<file path="src/rtl/hazard_scoreboard_pkg.sv">
// Shared flag bit positions, WISC branch condition codes and the table of
// flags each condition depends on.
package hazard_scoreboard_pkg;

    localparam int NFLAG  = 3;
    localparam int FLAG_N = 0;
    localparam int FLAG_V = 1;
    localparam int FLAG_Z = 2;

    typedef enum logic [2:0] {
        COND_NEQ    = 3'b000,
        COND_EQ     = 3'b001,
        COND_GT     = 3'b010,
        COND_LT     = 3'b011,
        COND_GTE    = 3'b100,
        COND_LTE    = 3'b101,
        COND_OVFL   = 3'b110,
        COND_UNCOND = 3'b111
    } cond_e;

    // Indexed by condition code; bit positions follow FLAG_Z/V/N above.
    localparam logic [7:0][NFLAG-1:0] REQ_FLAGS = {
        3'b000,  // 111 unconditional
        3'b010,  // 110 V
        3'b101,  // 101 Z,N
        3'b101,  // 100 Z,N
        3'b001,  // 011 N
        3'b101,  // 010 Z,N
        3'b100,  // 001 Z
        3'b100   // 000 Z
    };

    function automatic logic [NFLAG-1:0] req_flags(input logic [2:0] cond);
        return REQ_FLAGS[cond];
    endfunction

endpackage

</file>
<file path="src/rtl/sb_counter.sv">
// Saturating down-counter that reloads with the larger of its decremented
// value and the requested latency; busy while non-zero.
module sb_counter #(
    parameter int CNT_W = 2
) (
    input  logic             clk,
    input  logic             rst,
    input  logic             load,
    input  logic [CNT_W-1:0] load_val,
    output logic             busy
);

    logic [CNT_W-1:0] cnt_q;
    logic [CNT_W-1:0] cnt_d;
    logic [CNT_W-1:0] dec;

    // NOTE: every always_comb output gets a default first so no latch is inferred.
    always_comb begin
        dec   = (cnt_q == '0) ? '0 : cnt_q - CNT_W'(1);
        cnt_d = dec;
        if (load && (load_val > dec)) begin
            cnt_d = load_val;
        end
    end

    // NOTE: sequential state uses non-blocking assignments only.
    always_ff @(posedge clk) begin
        if (!rst) begin
            cnt_q <= '0;
        end else begin
            cnt_q <= cnt_d;
        end
    end

    assign busy = (cnt_q != '0);

endmodule

</file>
<file path="src/rtl/hazard_scoreboard.sv">
// Producer-side hazard scoreboard: records result latency at issue, counts it
// down, and stalls the front end while an ID source or branch flag is not ready.
module hazard_scoreboard
    import hazard_scoreboard_pkg::*;
#(
    parameter int NREG         = 16,
    parameter int CNT_W        = 2,
    parameter int ALU_FWD_LAT  = 0,
    parameter int LOAD_FWD_LAT = 1,
    parameter int WB_LAT       = 2,
    parameter int FLAG_LAT     = 1,
    parameter int PERF_W       = 16
) (
    input  logic              clk,
    input  logic              rst,
    input  logic              iss_valid,
    input  logic              iss_reg_write,
    input  logic              iss_mem_read,
    input  logic [3:0]        iss_rd,
    input  logic [2:0]        iss_flag_en,
    input  logic [3:0]        q_rs,
    input  logic [3:0]        q_rt,
    input  logic              q_rs_used,
    input  logic              q_rt_used,
    input  logic              q_rs_in_id,
    input  logic              q_branch,
    input  logic [2:0]        q_cond,
    output logic              stall,
    output logic              pc_wen,
    output logic              if_id_wen,
    output logic              id_ex_bubble,
    output logic [PERF_W-1:0] stall_count
);

    logic             eff;
    logic             rd_write;
    logic [CNT_W-1:0] fwd_lat;
    logic [NREG-1:0]  fwd_busy;
    logic [NREG-1:0]  wb_busy;
    logic [NFLAG-1:0] flag_busy;
    logic             rs_hazard;
    logic             rt_hazard;
    logic             flag_hazard;
    logic [PERF_W-1:0] stall_count_q;
    logic [PERF_W-1:0] stall_count_d;

    assign eff      = iss_valid & ~stall;
    assign rd_write = eff & iss_reg_write;
    assign fwd_lat  = iss_mem_read ? CNT_W'(LOAD_FWD_LAT) : CNT_W'(ALU_FWD_LAT);

    // R0 is hardwired zero, so it never has a pending write.
    assign fwd_busy[0] = 1'b0;
    assign wb_busy[0]  = 1'b0;

    for (genvar r = 1; r < NREG; r++) begin : g_reg
        sb_counter #(.CNT_W(CNT_W)) u_fwd (
            .clk      (clk),
            .rst      (rst),
            .load     (rd_write && (iss_rd == 4'(r))),
            .load_val (fwd_lat),
            .busy     (fwd_busy[r])
        );
        sb_counter #(.CNT_W(CNT_W)) u_wb (
            .clk      (clk),
            .rst      (rst),
            .load     (rd_write && (iss_rd == 4'(r))),
            .load_val (CNT_W'(WB_LAT)),
            .busy     (wb_busy[r])
        );
    end

    for (genvar f = 0; f < NFLAG; f++) begin : g_flag
        sb_counter #(.CNT_W(CNT_W)) u_flag (
            .clk      (clk),
            .rst      (rst),
            .load     (eff & iss_flag_en[f]),
            .load_val (CNT_W'(FLAG_LAT)),
            .busy     (flag_busy[f])
        );
    end

    // A BR reads rs straight from the regfile, so only writeback makes it ready.
    always_comb begin
        rs_hazard   = q_rs_used & (q_rs_in_id ? wb_busy[q_rs] : fwd_busy[q_rs]);
        rt_hazard   = q_rt_used & fwd_busy[q_rt];
        flag_hazard = q_branch & (|(req_flags(q_cond) & flag_busy));
        stall       = rst & (rs_hazard | rt_hazard | flag_hazard);
    end

    always_comb begin
        stall_count_d = stall_count_q;
        if (stall && (stall_count_q != '1)) begin
            stall_count_d = stall_count_q + PERF_W'(1);
        end
    end

    always_ff @(posedge clk) begin
        if (!rst) begin
            stall_count_q <= '0;
        end else begin
            stall_count_q <= stall_count_d;
        end
    end

    assign pc_wen       = ~stall;
    assign if_id_wen    = ~stall;
    assign id_ex_bubble = stall;
    assign stall_count  = rst ? stall_count_q : '0;

endmodule

</file>
<file path="config.mk">
export PLATFORM = sky130hd
export DESIGN_NAME = hazard_scoreboard
export DESIGN_NICKNAME = d
export VERILOG_FILES = /design/src/rtl/hazard_scoreboard_pkg.sv /design/src/rtl/sb_counter.sv /design/src/rtl/hazard_scoreboard.sv
export SDC_FILE = /design/constraint.sdc
export NUM_CORES = 1
export LEC_CHECK = 0
export ABC_CLOCK_PERIOD_IN_PS = 2700
export CAP_MARGIN = 20
export CORE_MARGIN = 4
export CORE_UTILIZATION = 25
export CTS_BUF_LIST = sky130_fd_sc_hd__clkbuf_16
export DETAILED_ROUTE_END_ITERATION = 10
export GPL_TIMING_DRIVEN = 1
export SETUP_SLACK_MARGIN = 0.2
export SYNTH_ARGS = -nofsm -noshare
export SYNTH_HDL_FRONTEND = slang
export SYNTH_SLANG_ARGS = --single-unit
</file>
<file path="constraint.sdc">
create_clock -name clk -period 2.7 [get_ports clk]
set_input_delay 0.27 -clock clk [delete_from_list [all_inputs] [get_ports clk]]
set_output_delay 0.27 -clock clk [all_outputs]
set_load 0.02 [all_outputs]
</file>
==> results_dict.tcl <==
set metrics [dict create \
    ff_latch_area_um2 1650 \
    rows 48 \
    worstSkewPairLatency_ps 340 \
    clockBufferDepth 2 \
    slowest_stage "or4_4" \
    worstPathCellList "or2_1 > maj3_2 > o311ai_4 > buf_4 > o31a_1 > o311ai_4 > buf_6 > buf_8 > or4_4 > and4b_1" \
    wl_per_cell_um 15.6 \
    ctsHoldBuffers 0 \
    fin_util 0.349 \
    synth_compound_area_frac 0.168 \
    leakagePower_nw 2.43 \
    p_clk_frac 0.442 \
    dr.pass1.iters 5 \
    drt_wl_total_um 12800 \
    p_sw_frac 0.256 \
    drt_iter0_drc 289 \
    synthMuxAreaShare 0.0683 \
    setup_viol 0 \
    p_int_mw 2.23 \
    clock_sinks 82 \
    status "finished, final reports clean" \
    dp.final_hpwl_um 8700 \
    coreArea_um2 17400 \
    synth_edf_count 0 \
    grt_pass1_vias 3921 \
    synth_area_leader_cell "dfxtp_1" \
    critPathMaxStageDelay_ps 470 \
    hold_viol_final 0 \
    min_period_over_period 0.973 \
    ys_ff_latch 82 \
    grt_pass1_wl_um 20600 \
    synth.area.top_cells "dfxtp_1 37%, ha_1 4.5%, nand2_1 4.1%" \
    hold_slack_ps 339 \
    critical_path_arrival_ps 2860 \
    routed_via_density 5.01 \
    dieArea_um2 19900 \
    final_common_cell "dfxtp_1" \
    antenna_found_initial 0 \
    gr-usage-all-layers 0.128 \
    mostFrequentLayoutCells "76 x dfxtp_1, 48 x nand2_1, 39 x buf_4" \
    io_buffers 46 \
    p_seq_frac 0.408 \
    yosysWarnings 0 \
    worst_slew_pin_slew_ps 596 \
    max_cap_viol_count 0 \
    layout_min_cycle_time_ps 2630 \
    synth_top_family_by_area "simple AND/OR/NAND/NOR gates" \
    synthCells 516 \
    synth_cell_types 59 \
    vias 4135 \
    syn_nets 559 \
    num_io_pins 47 \
    path_delay_family "simple AND/OR/NAND/NOR gates" \
    grt_max_degree 52 \
    nFillCells 1763 \
    die_h_um 141 \
    clock_tree.root_cell "clkbuf_16" \
    yosys.area_share.xor_xnor 0 \
    vdd_drop_max_mv 0.321 \
    overflow 0 \
    gp_congestion 0.829 \
    max_freq_mhz 381 \
    ys_seq_area_frac 0.370 \
    crit_type "flip-flop to flip-flop" \
    hold_path.class "primary input to flip-flop" \
    clock_skew_ps 7.37 \
    syn_area_per_cell_um2 8.59 \
    clkTransAtPathRegs_ps 60 \
    multi_input_area_um2 2790 \
    cellPowerDensity_nw_per_um2 496 \
    remaining_drc_errors 0 \
    crit_path_start_kind "flip-flop" \
    drive_gt1_frac 0.205 \
    yosys.area_share.simple 0.302 \
    p_sw_mw 0.769 \
    pwr-share-comb 0.150 \
    cp_max_fo 5 \
    area.growth.synth_to_final_pct 36.6 \
    required_ps 2930 \
    cts_tree "built" \
    chipWidth_um 141 \
    antennaDiodeCount 0 \
    slew_viol_final 0 \
    htree_num_levels 3 \
    slew_headroom 0.601 \
    path_common_cell "o311ai_4" \
    rsz0062_at_grt "yes" \
    final_nets 638 \
    cts_buffers 9 \
    syn-cell-area_um2 4430 \
    async_flop_share 0 \
    end_kind "flip-flop" \
    synthAdderAreaFrac 0.0477 \
    postRouteAntennaNets 0 \
    start_util 0.255 \
    synth_top_area_frac 0.370 \
    cp_num_buf_inv 3 \
    ys.flop_type "dfxtp_1" \
]
==> logic make-up (layout without fill, tap and decap cells) <==
| logic type | count (synthesis) | count (layout) |
|---|---|---|
| adder cells (fa/ha/maj) | 17 | 17 |
| flip-flops | 82 | 82 |
| AO/OA/AOI/OAI | 101 | 101 |
| AND/OR/NAND/NOR | 248 | 248 |
| buffers and inverters | 42 | 126 |
| multiplexers | 26 | 26 |
==> final timing paths <==
path | endpoint | slack (ps) | cells past startpoint | from
hold / removal | g_reg[15].u_fwd.cnt_q[1] | 340 | 2 | rst
setup / recovery | g_reg[14].u_wb.cnt_q[0] | 70 | 10 | g_flag[0].u_flag.cnt_q[0]
hold reg to reg | g_reg[5].u_wb.cnt_q[0] | 410 | 1 | g_reg[5].u_wb.cnt_q[0]
setup reg to reg | g_reg[14].u_wb.cnt_q[0] | 70 | 10 | g_flag[0].u_flag.cnt_q[0]
==> state kept, by name (all words and copies together) (netlist names) <==
signal and cells:
g_flag.u_flag.cnt_q 6, g.u_wb.cnt_q 30, g.u_fwd.cnt_q 30, stall_count_q 16
==> Yosys cell counts (13+ instances only) <==
library cell,count
nand3_1,25
a2111oi_0,15
and2_1,15
nor2_1,37
a21oi_1,25
dfxtp_1,82
nor2b_1,18
nand2_1,49
and3_1,22
clkbuf_1,18
nor3_1,25
nand4_1,13
mux2i_1,16
ha_1,16
==> repair_timing <==
item | in CTS | in global routing
endpoints found under the hold margin | 0 | 0
pin swaps | 8 | 15
endpoints found under the setup margin | 54 | 50
resized for setup | 44 | 39
gates cloned | 2 | 2
buffers inserted | 5 | 5
==> power by group through the flow <==
stage	combinational [mW]	sequential [mW]	clock, mW
floorplan	0.184	1.25	0
global placement	0.334	1.25	0
detailed placement	0.335	1.25	0
CTS	0.387	1.22	1.36
global route	0.477	1.22	1.40
finish	0.450	1.22	1.33
==> routing by layer <==
layer | share of wire | global-route usage
met1 | 0.49 | 0.188
met2 | 0.44 | 0.189
met3 | 0.064 | 0.0292
met4 | 0.012 | 0.0286
met5 | 0 | 0
==> area by class of cell <==
cell class | count | area share
Multi-Input combinational cell | 392 | 0.461
Sequential cell | 82 | 0.272
Timing Repair Buffer | 98 | 0.160
Tap cell | 225 | 0.0465
Clock buffer | 9 | 0.0372
Clock inverter | 7 | 0.0155
Inverter | 12 | 0.00744
==> worst reg2reg max path: stages, from the launching register on <==
cell and delay [ps]:
dfxtp_2 310, or2_1 220, maj3_2 330, o311ai_4 210, buf_4 160, o31a_1 200
o311ai_4 140, buf_6 150, buf_8 120, or4_4 480, and4b_1 190
==> through the flow <==
stage                     cell area, um^2  setup WS, ps  TNS, ps  cells  power (mW)
after floorplan                      4440           204        0    516        1.43
after global placement               5330          -384   -12730    795        1.58
after detailed placement             5330          -445   -14660    795        1.59
after CTS                            5820          38.7        0    818        2.97
after global routing                 6060          20.4        0    825        3.11
final                                6060          73.7        0    825        3.00
Power figures use the tool's default switching activity.
==> RTL edit 1: new RTL, same flow settings <==
Set the parameter `NREG` to 17 (it was 16).
--- a/src/rtl/hazard_scoreboard.sv
+++ b/src/rtl/hazard_scoreboard.sv
@@ -3,7 +3,7 @@
 module hazard_scoreboard
     import hazard_scoreboard_pkg::*;
 #(
-    parameter int NREG         = 16,
+    parameter int NREG         = 17,
     parameter int CNT_W        = 2,
     parameter int ALU_FWD_LAT  = 0,
     parameter int LOAD_FWD_LAT = 1,
Check against the original RTL: equivalent (equiv_simple and equiv_induct, registers matched by name and starting in step).
==> RTL edit 1 against the original RTL <==
  * Via count down 1.9%
  * Largest cell class unchanged
  * Critical path type is now reg2out
  * Wire length fell by 3.8%
  * Setup slack got worse by 65 ps
  * Synthesized area fell by 4.6%
  * Sequential share of layout area increased by 0.80 points
  * Critical endpoint is now if_id_wen
  * Design area shrank 2.9%
  * Sequential cell count stayed put
  * Total power down 1.8%
==> RTL edit 1: results (changes against the original RTL) <==
[grt]
grt_pass1_wl_um=20600  ; -0.17%
grt_max_degree=78  ; +50%
grt_pass1_vias=4066  ; +3.7%
use_met3=0.0325  ; +0.00329
gr-usage-met2=0.199  ; +0.0100
use_met1=0.176  ; -0.0121
grtUsageTotal=0.129  ; +0.000924

[clocking]
post_cts_resize_count=60  ; +36%
numCtsBuffers=9  ; unchanged
cts_setup_buffers=8  ; +3
clock-root-buffer=clkbuf_16
clkLatencyLatePin_ps=340  ; about the same

[routing]
routed_wl_um=12300  ; -3.8%
wl_met3_um=747  ; -8.9%
route.met2.wl_um=5500  ; -1.7%
drtIter0Drc=171  ; -41%
dr.max_layer_used=met4
drt-met1-wl_um=5910  ; -5.6%
wl_per_cell_um=15.4  ; -0.97%
dr.pass1.iters=5  ; unchanged
viasPerCell=5.07  ; +1.1%

[place]
placed_area_um2=5200  ; -2.5%
dp_cells=773  ; -2.8%
hpwl_um=8500  ; -2.4%
place.gp.congestion=0.854  ; +3.1%
port_buffers=46  ; unchanged
preCtsSetupSlack_ps=-646  ; -202 ps

[synthesis]
synth_fp_nets=530  ; -5.2%
synth_cells=487  ; -5.6%
synth_mux_area_frac=0.0630  ; -0.00529
ys_top_cells_by_count=dfxtp_1, nand2_1, nor2_1
ys_seq_area_frac=0.388  ; +0.0179
synth_xor_area_frac=0  ; unchanged
synth-compound-area-share=0.179  ; +0.0110
yosys_warnings=0  ; unchanged
synth_adder_area_share=0.0500  ; +0.00230
synth.top_cells.by_area=dfxtp_1, mux2i_1, ha_1, nand2_1, a211oi_1
ys_types=54  ; -8.5%
async_reset_ff_frac=0  ; unchanged

[timing]
hold_ws_ps=431  ; +92.0 ps
period_share=0.997  ; +0.0240
tightest_slew_ps=717  ; +120 ps
skew_ps=4.39  ; -2.98 ps

[cells_and_area]
drive_above_1_share=0.210  ; +0.00498
diodes=0  ; unchanged
fin_nets=619  ; -3.0%

[critical_path]
critPathCapture=if_id_wen
cp_max_fo=6  ; +1
cp-startpoint=g_flag[0].u_flag.cnt_q[1]$_SDFF_PP0_
crit_arrival_ps=2420  ; -440 ps
rr_endpoint=stall_count_q[1]$_SDFFE_PN0P_
rr_worst_depth=10  ; unchanged
regToRegSetupSlack_ps=60

[min_path]
min_path_cells=4  ; +2
min_to=g_reg[13].u_fwd.cnt_q[0]$_SDFF_PN0_
hold_path.class=in2reg
min-delay-start=rst

[power_and_ir_drop]
power.leakage_nw=2.45  ; +1.0%
ir_drop_uv=286  ; -11%

[status]
status=finished clean

[RTL edit 1: logic make-up (layout without fill, tap and decap cells)]
family | after synthesis | after routing
AND/OR/NAND/NOR | 215 | 215
buffers and inverters | 45 | 139
multiplexers | 24 | 24
adder cells (fa/ha/maj) | 17 | 17
AO/OA/AOI/OAI | 104 | 104
flip-flops | 82 | 82
[RTL edit 1: final cells by class]
type | count | area, um2
sequential | 82 | 1650
timing repair buffer | 108 | 1050
clock buffer | 9 | 225
inverter | 15 | 56.3
tap | 220 | 275
fill | 1668 | 10700
clock inverter | 7 | 93.8
multi-input combinational | 360 | 2530
[RTL edit 1: critical path: stages (launching register included)]
cell     delay (ps)
dfxtp_1         310
or2_1           230
maj3_2          320
o311a_4         340
a221o_1         320
a22oi_4         200
buf_12          150
buf_12          100
buf_6           100
[RTL edit 1: report_power, final]
group	total [mW]	switching [mW]	leakage (nW)	internal, mW
combinational	0.396	0.207	1.63	0.190
sequential	1.23	0.00890	0.664	1.22
clock	1.32	0.514	0.153	0.808
==> RTL edit 2: new RTL, config.mk and constraints unchanged <==
Without the edit above. Put a register stage on the output `stall_count`, without a reset. The value now appears one clock later. The other outputs are not delayed to match.
--- a/src/rtl/hazard_scoreboard.sv
+++ b/src/rtl/hazard_scoreboard.sv
@@ -105,7 +105,9 @@
     assign pc_wen       = ~stall;
     assign if_id_wen    = ~stall;
     assign id_ex_bubble = stall;
-    assign stall_count  = rst ? stall_count_q : '0;
+    always_ff @(posedge clk) begin
+        stall_count <= rst ? stall_count_q : '0;
+    end
 
 endmodule
 
Behaviour: not the same (a bounded check fails within 4 cycles, from zero or initial values and one cycle with rst low).
==> RTL edit 2 against the original RTL <==
  * Utilization is 0.25 points lower
  * Wire length decreased by 1.1%
  * Sequential share of layout area rose by 4.2 points
  * Sequential cell count increased by 16
  * Die area up 5.7%
  * Setup slack improved by 100 ps
  * Total power is 2.8% higher
  * Synthesized area rose by 6.1%
  * Critical path type unchanged
  * Design area up 4.2%
==> RTL edit 2: results (changes against the original RTL) <==
[status]
status=finished clean

[critical_path]
critical_path.slowest_cell=mux4_2
critPathCapture=stall_count_q[1]$_SDFFE_PN0P_
cpLargestDelayFamily=multiplexers
crit_arrival_ps=2750  ; -110 ps
slowest_delay_ps=490  ; +20 ps
cp_max_fo=34  ; +29
rr_worst_depth=8  ; -2
rr_endpoint=stall_count_q[1]$_SDFFE_PN0P_
regToRegSetupSlack_ps=170  ; +100 ps

[cells_and_area]
buffers=107  ; +9.2%
buf_share=0.155  ; -0.00463
design.seq.count=98  ; +20%
multi_input_gates=379  ; -3.3%
fin_nets=650  ; +1.9%
multi_input_area_share=0.434  ; -0.0268
clock_area_frac=0.0438  ; -0.00885
drive_above_1_share=0.227  ; +0.0225
seq_area_um2=1980  ; +20%
n_fill_cell=1814  ; +2.9%

[grt]
grt_pass1_vias=4030  ; +2.8%
grtUsageTotal=0.120  ; -0.00788
grt_max_degree=51  ; -1.9%

[synthesis]
ys_types=49  ; -17%
synth_mux_area_frac=0.0351  ; -0.0332
synth-compound-area-share=0.191  ; +0.0237
synth_adder_area_share=0.0447  ; -0.00300
ys_top_cells_by_count=dfxtp_1, nand2_1, nor2_1
ys_seq_area_frac=0.417  ; +0.0469
async_reset_ff_frac=0  ; unchanged
synth.top_cells.by_area=dfxtp_1, ha_1, nand2_1, o211ai_1, nor2_1

[timing]
maxSlewHeadroom=0.568  ; -0.0333
hold_ws_ps=372  ; +33.4 ps
period_minus_slack_ps=2530  ; -101 ps
skew_ps=9.13  ; +1.76 ps

[power_and_ir_drop]
pwr-share-clk=0.395  ; -0.047
power.leakage_nw=2.46  ; +1.2%
p_seq_frac=0.476  ; +0.068
ir_drop_uv=301  ; -6.2%
power.density_nw_per_um2=489  ; -1.3%
p_sw_mw=0.756  ; -1.7%

[min_path]
min_path_cells=3  ; +1
min_to=stall_count[5]$_SDFF_PN0_

[place]
dp_cells=820  ; +3.1%
place.gp.congestion=0.850  ; +2.5%
hpwl_um=9150  ; +5.1%
placed_area_um2=5730  ; +7.5%
preCtsSetupSlack_ps=-796  ; -351 ps

[routing]
vias=4208  ; +1.8%
drtIter0Drc=256  ; -11%
wl_per_cell_um=15.1  ; -2.9%

[clocking]
htree_levels=3  ; unchanged

-- RTL edit 2: changes by cell type in the layout (fill, tap and decap cells not counted), moves of 8 or more --
cell,unedited run,this run
a2111oi_0,12,0
nand4_1,13,2
buf_4,39,57
o21ai_0,11,3
a211oi_1,1,11
nand3_1,21,7
dfxtp_2,6,15
o211ai_1,10,24
mux2i_1,16,3
-- RTL edit 2: layer usage --
layer	track usage	part of all wire	wire, um
met1	0.171	0.49	6160
met2	0.182	0.44	5610
met3	0.0312	0.058	739
met4	0.0266	0.013	170
met5	0	0.0014	18
-- RTL edit 2: through the flow --
stage	TNS [ps]	power, mW
after floorplan	0	1.69
after global placement	-26450	1.84
after detailed placement	-27060	1.85
after CTS	0	3.11
after global routing	0	3.22
final	0	3.09
-- RTL edit 2: repair_timing --
action | 4_1_cts | 5_1_grt
pin swaps | 6 | 10
gates resized for setup | 63 | 27
gates cloned | 0 | 1
buffers inserted | 3 | 1
setup endpoints to repair | 68 | 30
